$ cat src/rtl/irq_pending_dispatch_if.sv
// Consumer-side offer handshake of irq_pending_dispatch.
//   irq_valid : offer valid (dispatcher -> consumer)
//   irq_id    : offered index, stable while irq_valid = 1
//   irq_ready : consumer accepts when irq_valid & irq_ready
interface irq_pending_dispatch_if;
  logic       irq_valid;
  logic [2:0] irq_id;
  logic       irq_ready;

  modport master (output irq_valid, output irq_id, input irq_ready);
  modport slave  (input irq_valid, input irq_id, output irq_ready);
endinterface

$ cat src/rtl/irq_pending_dispatch.sv
// Pending-interrupt capture and dispatch around an external 8-input priority
// encoder. Rising edges on req set sticky pending bits; the masked pending
// vector drives the encoder, and the encoder's index is offered to a consumer
// over a valid/ready handshake. The served bit clears on accept or timeout.
//   clk, reset : clock, synchronous active-high reset
//   req        : level request lines (0->1 sets the pending bit)
//   mask       : per-bit enable, 1 = may be offered
//   pend       : pend_r & mask, to encoder a[7:0]
//   enc_y      : encoder index of highest set bit of pend
//   enc_none   : encoder says pend == 0
//   irq        : offer handshake (master side)
//   dropped    : one-cycle pulse when an offer times out
//   pend_raw   : unmasked pending register
module irq_pending_dispatch #(
  parameter int unsigned TIMEOUT = 15
) (
  input  logic       clk,
  input  logic       reset,
  input  logic [7:0] req,
  input  logic [7:0] mask,
  output logic [7:0] pend,
  input  logic [2:0] enc_y,
  input  logic       enc_none,
  output logic       dropped,
  output logic [7:0] pend_raw,
  irq_pending_dispatch_if.master irq
);

  localparam int unsigned CW = (TIMEOUT == 0) ? 1 : $clog2(TIMEOUT + 1);
  localparam int unsigned LAST_I = (TIMEOUT == 0) ? 0 : TIMEOUT - 1;
  localparam logic [CW-1:0] CNT_LAST = LAST_I[CW-1:0];

  typedef enum logic {IDLE, OFFER} state_e;

  state_e        state_q, state_d;
  logic [7:0]    req_q, req_d;
  logic [7:0]    pend_q, pend_d;
  logic [2:0]    irq_id_q, irq_id_d;
  logic          irq_valid_q, irq_valid_d;
  logic          dropped_q, dropped_d;
  logic [CW-1:0] cnt_q, cnt_d;

  logic [7:0] rise, clr;
  logic       hs, tmo;

  always_comb begin
    req_d = req;
    rise  = req & ~req_q;
    hs    = (state_q == OFFER) && irq.irq_ready;
    // handshake wins over timeout in the final cycle
    tmo   = (state_q == OFFER) && !irq.irq_ready && (TIMEOUT != 0) &&
            (cnt_q == CNT_LAST);
    clr   = (hs || tmo) ? (8'b1 << irq_id_q) : 8'b0;
    // set wins over clear for the same bit
    pend_d = (pend_q & ~clr) | rise;

    state_d     = state_q;
    irq_id_d    = irq_id_q;
    irq_valid_d = irq_valid_q;
    dropped_d   = 1'b0;
    cnt_d       = cnt_q;

    case (state_q)
      IDLE: begin
        irq_valid_d = 1'b0;
        if (!enc_none) begin
          irq_id_d    = enc_y;
          irq_valid_d = 1'b1;
          cnt_d       = '0;
          state_d     = OFFER;
        end
      end
      OFFER: begin
        if (hs) begin
          irq_valid_d = 1'b0;
          state_d     = IDLE;
        end else if (tmo) begin
          irq_valid_d = 1'b0;
          dropped_d   = 1'b1;
          state_d     = IDLE;
        end else if (cnt_q != '1) begin
          // saturate rather than wrap (only reachable with TIMEOUT = 0)
          cnt_d = cnt_q + 1'b1;
        end
      end
      default: state_d = IDLE;
    endcase
  end

  always_ff @(posedge clk) begin
    if (reset) begin
      state_q     <= IDLE;
      req_q       <= '0;
      pend_q      <= '0;
      irq_id_q    <= '0;
      irq_valid_q <= 1'b0;
      dropped_q   <= 1'b0;
      cnt_q       <= '0;
    end else begin
      state_q     <= state_d;
      req_q       <= req_d;
      pend_q      <= pend_d;
      irq_id_q    <= irq_id_d;
      irq_valid_q <= irq_valid_d;
      dropped_q   <= dropped_d;
      cnt_q       <= cnt_d;
    end
  end

  assign pend          = pend_q & mask;
  assign pend_raw      = pend_q;
  assign dropped       = dropped_q;
  assign irq.irq_valid = irq_valid_q;
  assign irq.irq_id    = irq_id_q;

endmodule

$ cat src/flat_wrapper.sv
// flat-port wrapper written by rule: the top's interface ports become plain ports
module irq_pending_dispatch_flat 
#(
  parameter int unsigned TIMEOUT = 15
)
  (clk, reset, req, mask, pend, enc_y, enc_none, dropped, pend_raw, irq_irq_valid, irq_irq_id, irq_irq_ready);
  irq_pending_dispatch_if irq_i ();
  input  logic clk;
  input  logic reset;
  input  logic [7:0] req;
  input  logic [7:0] mask;
  output logic [7:0] pend;
  input  logic [2:0] enc_y;
  input  logic enc_none;
  output logic dropped;
  output logic [7:0] pend_raw;
  output wire logic [$bits(irq_i.irq_valid)-1:0] irq_irq_valid;
  output wire logic [$bits(irq_i.irq_id)-1:0] irq_irq_id;
  input wire logic [$bits(irq_i.irq_ready)-1:0] irq_irq_ready;
  assign irq_irq_valid = irq_i.irq_valid;
  assign irq_irq_id = irq_i.irq_id;
  assign irq_i.irq_ready = irq_irq_ready;
  irq_pending_dispatch #(.TIMEOUT(TIMEOUT)) u_core (.clk(clk), .reset(reset), .req(req), .mask(mask), .pend(pend), .enc_y(enc_y), .enc_none(enc_none), .dropped(dropped), .pend_raw(pend_raw), .irq(irq_i));
endmodule
$ cat config.mk
export PLATFORM = sky130hd
export DESIGN_NAME = irq_pending_dispatch_flat
export DESIGN_NICKNAME = d
export VERILOG_FILES = /design/src/rtl/irq_pending_dispatch_if.sv /design/src/rtl/irq_pending_dispatch.sv /design/src/flat_wrapper.sv
export SDC_FILE = /design/constraint.sdc
export NUM_CORES = 1
export LEC_CHECK = 0
export BUFFER_PORTS_ARGS = -buffer_cell sky130_fd_sc_hd__buf_2
export CORE_MARGIN = 8
export CORE_UTILIZATION = 45
export DETAILED_ROUTE_END_ITERATION = 10
export PLACE_DENSITY = 0.74
export SETUP_SLACK_MARGIN = 0.02
export SLEW_MARGIN = 5
export SYNTH_ARGS = -nofsm -noshare
export SYNTH_HDL_FRONTEND = slang
export SYNTH_SLANG_ARGS = --single-unit
$ cat constraint.sdc
create_clock -name clk -period 3.6 [get_ports clk]
set_input_delay 0.54 -clock clk [delete_from_list [all_inputs] [get_ports clk]]
set_output_delay 0.54 -clock clk [all_outputs]
set_load 0.02 [all_outputs]
Word-level counts from Yosys, hierarchy flattened

Cells that the tools add are included.

Bits in registers: 26
Bits in latches: 0
RAM bits: 0
ROM bits: 0
Bits of input ports: 23
Output and inout port bits: 21
Memories kept: 0

Add/subtract/negate cells: 1
Multipliers: 0
Div/mod/pow operators: 0
$lt $le $gt $ge: 0
Equality and inequality tests: 7
Shift-type cells: 1
Multiplexer cells: 14
Bitwise logic cells: 8
Reduce and logical (&&, ||, !) cells: 8

Operators with widths:

| operator                                                           | number |
|---|---|
| 8-bit AND                                                          | 3 |
| 4-bit 2-to-1 mux                                                   | 4 |
| 8-bit NOT                                                          | 2 |
| 8-bit 2-to-1 mux                                                   | 1 |
| 2-bit != test (second input constant)                              | 4 |
| 8-bit bitwise OR                                                   | 1 |
| 4-bit case mux with 2 select lines                                 | 1 |
| 1-bit by 3-bit << shifter with 8-bit output (first input constant) | 1 |
| 1-bit 2-to-1 mux                                                   | 6 |
| 4-bit by 1-bit adder with 4-bit output (second input constant)     | 1 |
| 4-bit == test (second input constant)                              | 1 |
| 4-bit != test (second input constant)                              | 1 |
| 1-bit case mux with 2 select lines                                 | 2 |
| 4-bit AND reduction                                                | 1 |
| 1-bit logical AND                                                  | 3 |
| 3-bit != test (second input constant)                              | 1 |
| 3-bit OR reduction                                                 | 1 |
| 1-bit NOT                                                          | 2 |
| 2-bit AND reduction                                                | 1 |
| 1-bit logical NOT                                                  | 1 |
| 1-bit logical OR                                                   | 1 |

Logic depth before layout (Yosys ltp)

Gate-level depths: netlist of the first run.

Word-level depth: 8
Mapped depth: 5

Worst setup path before layout of the first run

No wires, ideal clock.

Kind: reg-to-reg
Start point: register u_core.cnt_q[0]
End point: register u_core.cnt_q[0]
Setup time: 0.115 ns
Arrival: 1.289 ns
Data required time: 3.485 ns
Path slack: 2.197 ns
Stages on the path, launching flop included: 6
Buffers on the path: 0
Clock period less this slack: 1.403 ns
Cells stage by stage: dfxtp_1 inv_1 ha_1 o211a_1 o211a_1 o21ba_1

Longest elaborated chain between the ends: 5
Elaborated cells between the ends (all ways): 11
Classes of those cells: 1 x add/sub; 4 x eq/ne; 4 x mux; 2 x reduce/logical

Ends and longest elaborated chain:

| what                                   | line                        | text |
|---|---|---|
| start, declared                        | irq_pending_dispatch.sv:41  | `logic [CW-1:0] cnt_q, cnt_d;` |
| start signal, assigned                 | irq_pending_dispatch.sv:106 | `cnt_q <= cnt_d;` |
| 4-bit by 1-bit adder with 4-bit output | irq_pending_dispatch.sv:83  | `cnt_d = cnt_q + 1'b1;` |
| 4-bit 2-to-1 mux                       | irq_pending_dispatch.sv:81  | `end else if (cnt_q != '1) begin` |
| 4-bit 2-to-1 mux                       | irq_pending_dispatch.sv:77  | `end else if (tmo) begin` |
| 4-bit 2-to-1 mux                       | irq_pending_dispatch.sv:74  | `if (hs) begin` |
| 4-bit case mux with 2 select lines     | irq_pending_dispatch.sv:63  | `case (state_q)` |

Several ways; a longest one is shown, not always the timed one. The select of a mux whose other input is x is not followed.
A chain may end at the register's enable or synchronous reset.

Worst setup path after layout of the first run

Start point: register u_core.irq_id_q[0], in the netlist u_core.irq.irq_id[0]
End point: output irq_irq_id[0]

RTL lines:

| what                   | line                        | text |
|---|---|---|
| start, declared        | irq_pending_dispatch.sv:38  | `logic [2:0] irq_id_q, irq_id_d;` |
| start signal, assigned | irq_pending_dispatch.sv:103 | `irq_id_q <= irq_id_d;` |
| end, declared          | flat_wrapper.sv:18          | `output wire logic [$bits(irq_i.irq_id)-1:0] irq_irq_id;` |

No word-level cell between the ends.

==> flow_summary.yaml, run 1 <==
route:
  firstDrtPassIters: 4
  wl_per_cell_um: 13.6
  finalWirelength_um: 2590
  drt_iter0_drc: 43
  via_count: 988
  drt-vias-per-instance: 5.20
  drtAntennaViolNets: 0
  remaining_drc_errors: 0
power:
  internal_power_mw: 0.379
  p_seq_frac: 0.609
  p_sw_mw: 0.140
  peakVddDrop_v: 0.000175
  switching_share: 0.270
  pwr-share-comb: 0.166
  leakagePower_nw: 0.623
  power_mw: 0.519
  power_density_nw_per_um2: 384
  pwr-share-clk: 0.225
timing:
  skew_ns: 0.00150
  maxSlewHeadroom: 0.697
  rsz0062_at_grt: "false"
  tns_ns: 0
  finalMaxSlewViolations: 0
  worst_pin_slew_ns: 0.455
  hold_viol_final: 0
  fmax_mhz: 647
  whs_ns: 0.452
  finalSetupViolations: 0
  finalCritPeriodShare: 0.429
  finalCriticalPeriod_ns: 1.55
synth:
  synthCells: 119
  syn_avg_cell_area_um2: 9.29
  synth.area.top_cells: "dfxtp_1, a21oi_1, and2_1"
  ys.flop_type: "dfxtp_1"
  ys_seq_area_frac: 0.471
  synth.top_cell.area_share: 0.471
  syn_area_um2: 1110
  synth_edf_count: 0
  synth_warnings: 0
  ys_types: 34
  async_flop_share: 0
  ys_seq_elements: 26
  synth_fp_nets: 144
  synth.largest_area_cell: "dfxtp_1"
die:
  die_height_um: 65.6
  die_w_um: 65.6
  num_rows: 18
  dieArea_um2: 4300
  core_area_um2: 2410
  design.portCount: 44
  initial_utilization: 0.459
critical_path:
  ff2ff_path_depth: 5
  cp_max_fo: 8
  worst_ep_arrival_time_ns: 1.01
  critPathTopFamily: "flip-flops"
  reg2reg_to: "u_core.cnt_q[1]$_SDFFE_PP0P_"
  slowest_stage: "dfxtp_1"
  crit_path_max_incr_delay_ns: 0.48
  critPathCaptureType: "output pin"
  critPathRequiredTime_ns: 3.06
  r2r_start: "u_core.cnt_q[0]$_SDFFE_PP0P_"
  cp-start-kind: "flip-flop"
  cp.buffers_inverters: 1
  crit_type: "reg -> out"
  path_cells: "buf_2"
  r2r_slack_ns: 2.06
final_layout:
  multiInputGateArea_um2: 547
  diodes: 0
  drive_gt1_frac: 0.306
  fin_nets: 187
  fillCellCount: 231
  mostFrequentLayoutCells: "buf_2, dfxtp_1, a21oi_1"
  register_area_um2: 520
  syn2layout_area_growth_pct: 22.4
  mostFrequentLayoutCell: "buf_2"
placement:
  io_buffers: 43
  dp_hpwl_um: 1990
  place.gp.congestion: 0.755
grt:
  grt_pass1_vias: 1006
  grt_start_max_net_pins: 27
  antenna_found_initial: 0
  grt-busiest-layer: "met2"
  gr-usage-all-layers: 0.125
  grt-ovfl-total: 0
  met2_usage: 0.237
  use_met1: 0.130
  use_met3: 0.0323
  grt_pass1_wl_um: 4430
clocking:
  cts_hold_buf: 0
  clockRootBuffer: "clkbuf_4"
  clock_latency_ns: 0.30
  clk_pin_slew_ns: 0.13
  cts_sinks: 26
  cts_setup_buffers: 0
  cts_htree_levels: 1
  cts_tree: "done"
  max-clock-path-buffers: 2
  cts_resized: 0
  numCtsBuffers: 3
flow_run:
  drv_cap: 0
run_status:
  status: "finished, final reports clean"
worst_hold_path:
  hold-path-cell-count: 2
  hp-class: "in -> reg"
  hold_path.startpoint: "req[4]"
  hold_end: "u_core.req_q[4]$_SDFF_PP0_"
## kinds of logic (layout without fill, tap and decap cells)
kind of cell             count (synthesis)  in the layout  synth area share
AO/OA/AOI/OAI                           34             34             0.213
AND/OR/NAND/NOR                         49             49             0.259
flip-flops                              26             26             0.471
adder cells (fa/ha/maj)                  2              2            0.0226
buffers and inverters                    8             49            0.0351
## worst max path at each step
stage	startpoint	to	slack [ns]	cells after the start
after floorplan	u_core.cnt_q[0]$_SDFFE_PP0P_	u_core.cnt_q[0]$_SDFFE_PP0P_	2.20	5
after global placement	u_core.cnt_q[0]$_SDFFE_PP0P_	u_core.cnt_q[1]$_SDFFE_PP0P_	2.14	5
after detailed placement	u_core.cnt_q[0]$_SDFFE_PP0P_	u_core.cnt_q[1]$_SDFFE_PP0P_	2.08	5
after CTS	u_core.irq.irq_id[1]$_SDFFE_PP0P_	irq_irq_id[1]	2.04	1
after global routing	u_core.cnt_q[0]$_SDFFE_PP0P_	u_core.cnt_q[1]$_SDFFE_PP0P_	1.90	5
final	u_core.irq.irq_id[0]$_SDFFE_PP0P_	irq_irq_id[0]	2.05	1
## cells in the mapped netlist (2+ instances only)
| library cell | n |
|---|---|
| nand2_1 | 8 |
| nor2b_1 | 8 |
| o211a_1 | 2 |
| inv_1 | 3 |
| nand2b_1 | 9 |
| clkbuf_1 | 3 |
| nand3_1 | 3 |
| a21oi_1 | 15 |
| and2_1 | 9 |
| o31ai_1 | 4 |
| o21ai_0 | 2 |
| o21ai_1 | 2 |
| o41ai_1 | 3 |
| nor3_1 | 2 |
| dfxtp_1 | 26 |
| ha_1 | 2 |
## flip-flops by register name, summed over array words and instances, names as in the netlist
signal / cells
u_core.pend_raw: 8
u_core.req_q: 8
u_core.cnt_q: 4
u_core.irq.irq_id: 3
u_core.dropped: 1
u_core.irq.irq_valid: 1
u_core.state_q: 1
## stage by stage
stage	std cells	utilization	setup WS, ns	cell area (um^2)
2_1_floorplan	119	-	2.20	1110
3_3_place_gp	187	0.552	2.14	1330
3_5_place_dp	187	0.552	2.08	1330
4_1_cts	190	0.562	2.04	1350
5_1_grt	190	0.562	1.90	1350
6_report	190	0.562	2.05	1350
## metal layers
layer,share of wire,vias to the layer above
li1,-,501
met1,0.41,466
met2,0.53,19
met3,0.057,2
met4,0.0073,0
met5,0,-
## power groups by stage
| stage | logic [mW] | clock network (mW) | registers, mW |
|---|---|---|---|
| floorplan | 0.0438 | 0 | 0.331 |
| global placement | 0.0846 | 0 | 0.322 |
| detailed placement | 0.0868 | 0 | 0.323 |
| CTS | 0.0870 | 0.125 | 0.316 |
| global route | 0.0952 | 0.134 | 0.319 |
| finish | 0.0861 | 0.117 | 0.316 |
## layout make-up
| class | instances | area share |
|---|---|---|
| Clock buffer | 3 | 0.0166 |
| Multi-Input combinational cell | 85 | 0.404 |
| Timing Repair Buffer | 43 | 0.159 |
| Inverter | 3 | 0.00832 |
| Sequential cell | 26 | 0.384 |
| Tap cell | 30 | 0.0277 |
Note: power is estimated with default switching activity, not from simulation.
==> inputs of run 2 (changes only) <==
ABC_AREA = 1   (was not set)
CORE_UTILIZATION = 43   (was 45)
PLACE_DENSITY = 0.73   (was 0.74)
clock period = 1.35 ns   (was 3.6 ns; I/O delays follow)
==> run 2 against run 1 <==
  * Via count is 12% higher
  * Sequential share of layout area fell by 3.0 points
  * First-iteration DRC count is 26% lower
  * Sequential power rose to 2.7 times the previous value
  * Clock skew rose by 0.014 ns
  * Largest power group unchanged
  * Non-clock buffer count up 2
==> flow_summary.yaml, run 2 <==
synth:
  synth_common_cells: "nand2_1, inv_1, dfxtp_1, nand3_1, o21ai_0"
  synth_warnings: 0
  synth-compound-area-share: 0.149
  synth.area.top_cells: "dfxtp_1, nand2_1, inv_1"
  ys.flop_type: "dfxtp_1"
  synth-adder-area-share: 0.0218
  syn_area_um2: 1150
  synth_top_family_by_area: "simple AND/OR/NAND/NOR gates"
  synth_edf_count: 0
  synth_xor_area_frac: 0
  syn_avg_cell_area_um2: 7.55
  ys_seq_area_frac: 0.454
  ys_types: 19
  synth.largest_area_cell: "dfxtp_1"
  synth.top_cell.area_share: 0.454
  synth_mux_area_frac: 0
  synthCells: 152
  synth_fp_nets: 177
  ys_seq_elements: 26
  synth-simple-area-share: 0.262
  yosysMostFrequentCell: "nand2_1"
  async_flop_share: 0
placement:
  post-place-ws_ns: 0.00776
  place.gp.congestion: 0.876
  numPlacedInstances: 223
  post_dp_cell_area_um2: 1390
  dp_hpwl_um: 2080
  io_buffers: 43
clocking:
  cts_htree_levels: 1
  clock_latency_ns: 0.32
  cts_sinks: 26
  clk_pin_slew_ns: 0.15
  numCtsBuffers: 3
  max-clock-path-buffers: 2
  cts_tree: "done"
  clockRootBuffer: "clkbuf_4"
critical_path:
  cp-start-kind: "flip-flop"
  ff2ff_path_depth: 8
  worst_ep_arrival_time_ns: 1.51
  cp_max_fo: 4
  critPathRequiredTime_ns: 1.60
  crit_type: "reg -> reg"
  critPathCaptureType: "flip-flop"
grt:
  grt_pass1_wl_um: 4320
  gr-usage-all-layers: 0.117
  grt-ovfl-total: 0
  antenna_found_initial: 0
  grt_start_max_net_pins: 21
  grt_pass1_vias: 1071
final_layout:
  drive_gt1_frac: 0.327
  fillCellCount: 237
  fin_nets: 225
  syn2layout_area_growth_pct: 28.8
  mostFrequentLayoutCell: "buf_2"
  fin_area_um2: 1480
  fin_util: 0.591
  mostFrequentLayoutCells: "buf_2, nand2_1, inv_1"
  final_cell_count_no_fill: 229
  diodes: 0
worst_hold_path:
  hp-class: "in -> reg"
  hold-path-cell-count: 3
power:
  peakVddDrop_v: 0.000877
  power_mw: 1.71
  leakagePower_nw: 0.814
  power_density_nw_per_um2: 1160
die:
  design.portCount: 44
  core_area_um2: 2500
  num_rows: 18
  dieArea_um2: 4580
  initial_utilization: 0.459
  die_w_um: 67.7
  die_height_um: 67.7
route:
  finalWirelength_um: 2780
  firstDrtPassIters: 4
  remaining_drc_errors: 0
  via_count: 1103
  wl_per_cell_um: 12.1
  drt-vias-per-instance: 4.82
  drtAntennaViolNets: 0
  drt_iter0_drc: 32
run_status:
  status: "finished, final reports clean"
timing:
  finalMaxSlewViolations: 0
  whs_ns: 0.0604
  setup_slack_ns: 0.0881
  maxSlewHeadroom: 0.865
  fmax_mhz: 792
  finalSetupViolations: 0
  worst_pin_slew_ns: 0.203
  finalCritPeriodShare: 0.935
  tns_ns: 0
  skew_ns: 0.0153
  hold_viol_final: 0
  rsz0062_at_grt: "false"
  finalCriticalPeriod_ns: 1.26
flow_run:
  drv_cap: 0
## run 2: cell count changes in the layout (fill, tap and decap cells not counted), sizes merged, moves of 9 or more
cell    previous run  this run
and2               9         0
nand2              8        40
nand3              3        16
nand2b            10         0
inv                3        29
o21ai              4        13
## run 2: critical path, stage by stage, from the launching register on
cell and delay [ns]:
dfxtp_2 0.36, inv_2 0.06, ha_2 0.18, inv_2 0.05, nor2_4 0.18, nand2_4 0.09, nand3_4 0.09, nand2_1 0.08
a21oi_2 0.13
## run 2: repair_timing
item,4_1_cts,5_1_grt
endpoints found under the setup margin,1,8
gates resized for setup,2,8
buffers inserted,0,1
gates cloned,0,1
hold buffers,0,0
pin swaps,0,5
## run 2: area by class of cell
| class | count | area [um^2] | area share |
|---|---|---|---|
| Clock buffer | 3 | 22.5 | 0.0152 |
| Clock inverter | 1 | 30.0 | 0.0203 |
| Inverter | 29 | 109 | 0.0737 |
| Multi-Input combinational cell | 95 | 524 | 0.355 |
| Sequential cell | 26 | 524 | 0.355 |
| Tap cell | 30 | 37.5 | 0.0254 |
| Timing Repair Buffer | 45 | 230 | 0.156 |
## run 2: report_power, final
group	internal [mW]	switching, mW	total (mW)
clock network	0.300	0.235	0.535
registers	0.821	0.0416	0.862
logic	0.118	0.194	0.311
total	1.24	0.470	1.71
## run 2: worst paths after layout
kind | from | endpoint | slack [ns]
max | u_core.cnt_q[0]$_SDFFE_PP0P_ | u_core.cnt_q[0]$_SDFFE_PP0P_ | 0.09
min | req[6] | u_core.req_q[6]$_SDFF_PP0_ | 0.06
max reg2reg | u_core.cnt_q[0]$_SDFFE_PP0P_ | u_core.cnt_q[0]$_SDFFE_PP0P_ | 0.09
min reg2reg | u_core.req_q[0]$_SDFF_PP0_ | u_core.pend_raw[0]$_SDFF_PP0_ | 0.42
## run 2: per-layer routing
layer | vias to the layer above | track usage | routed length (um)
met5 | - | 0 | 0
met1 | 501 | 0.121 | 1170
met3 | 0 | 0.0265 | 152
met2 | 29 | 0.230 | 1460
met4 | 0 | 0.0261 | 0
li1 | 573 | - | -
## run 2: kinds of logic after synthesis
| logic type | after synthesis |
|---|---|
| and+or+nand+nor | 64 |
| DFF | 26 |
| buffers and inverters | 32 |
| AOI/OAI and AO/OA | 28 |
| adders and majority gates | 2 |
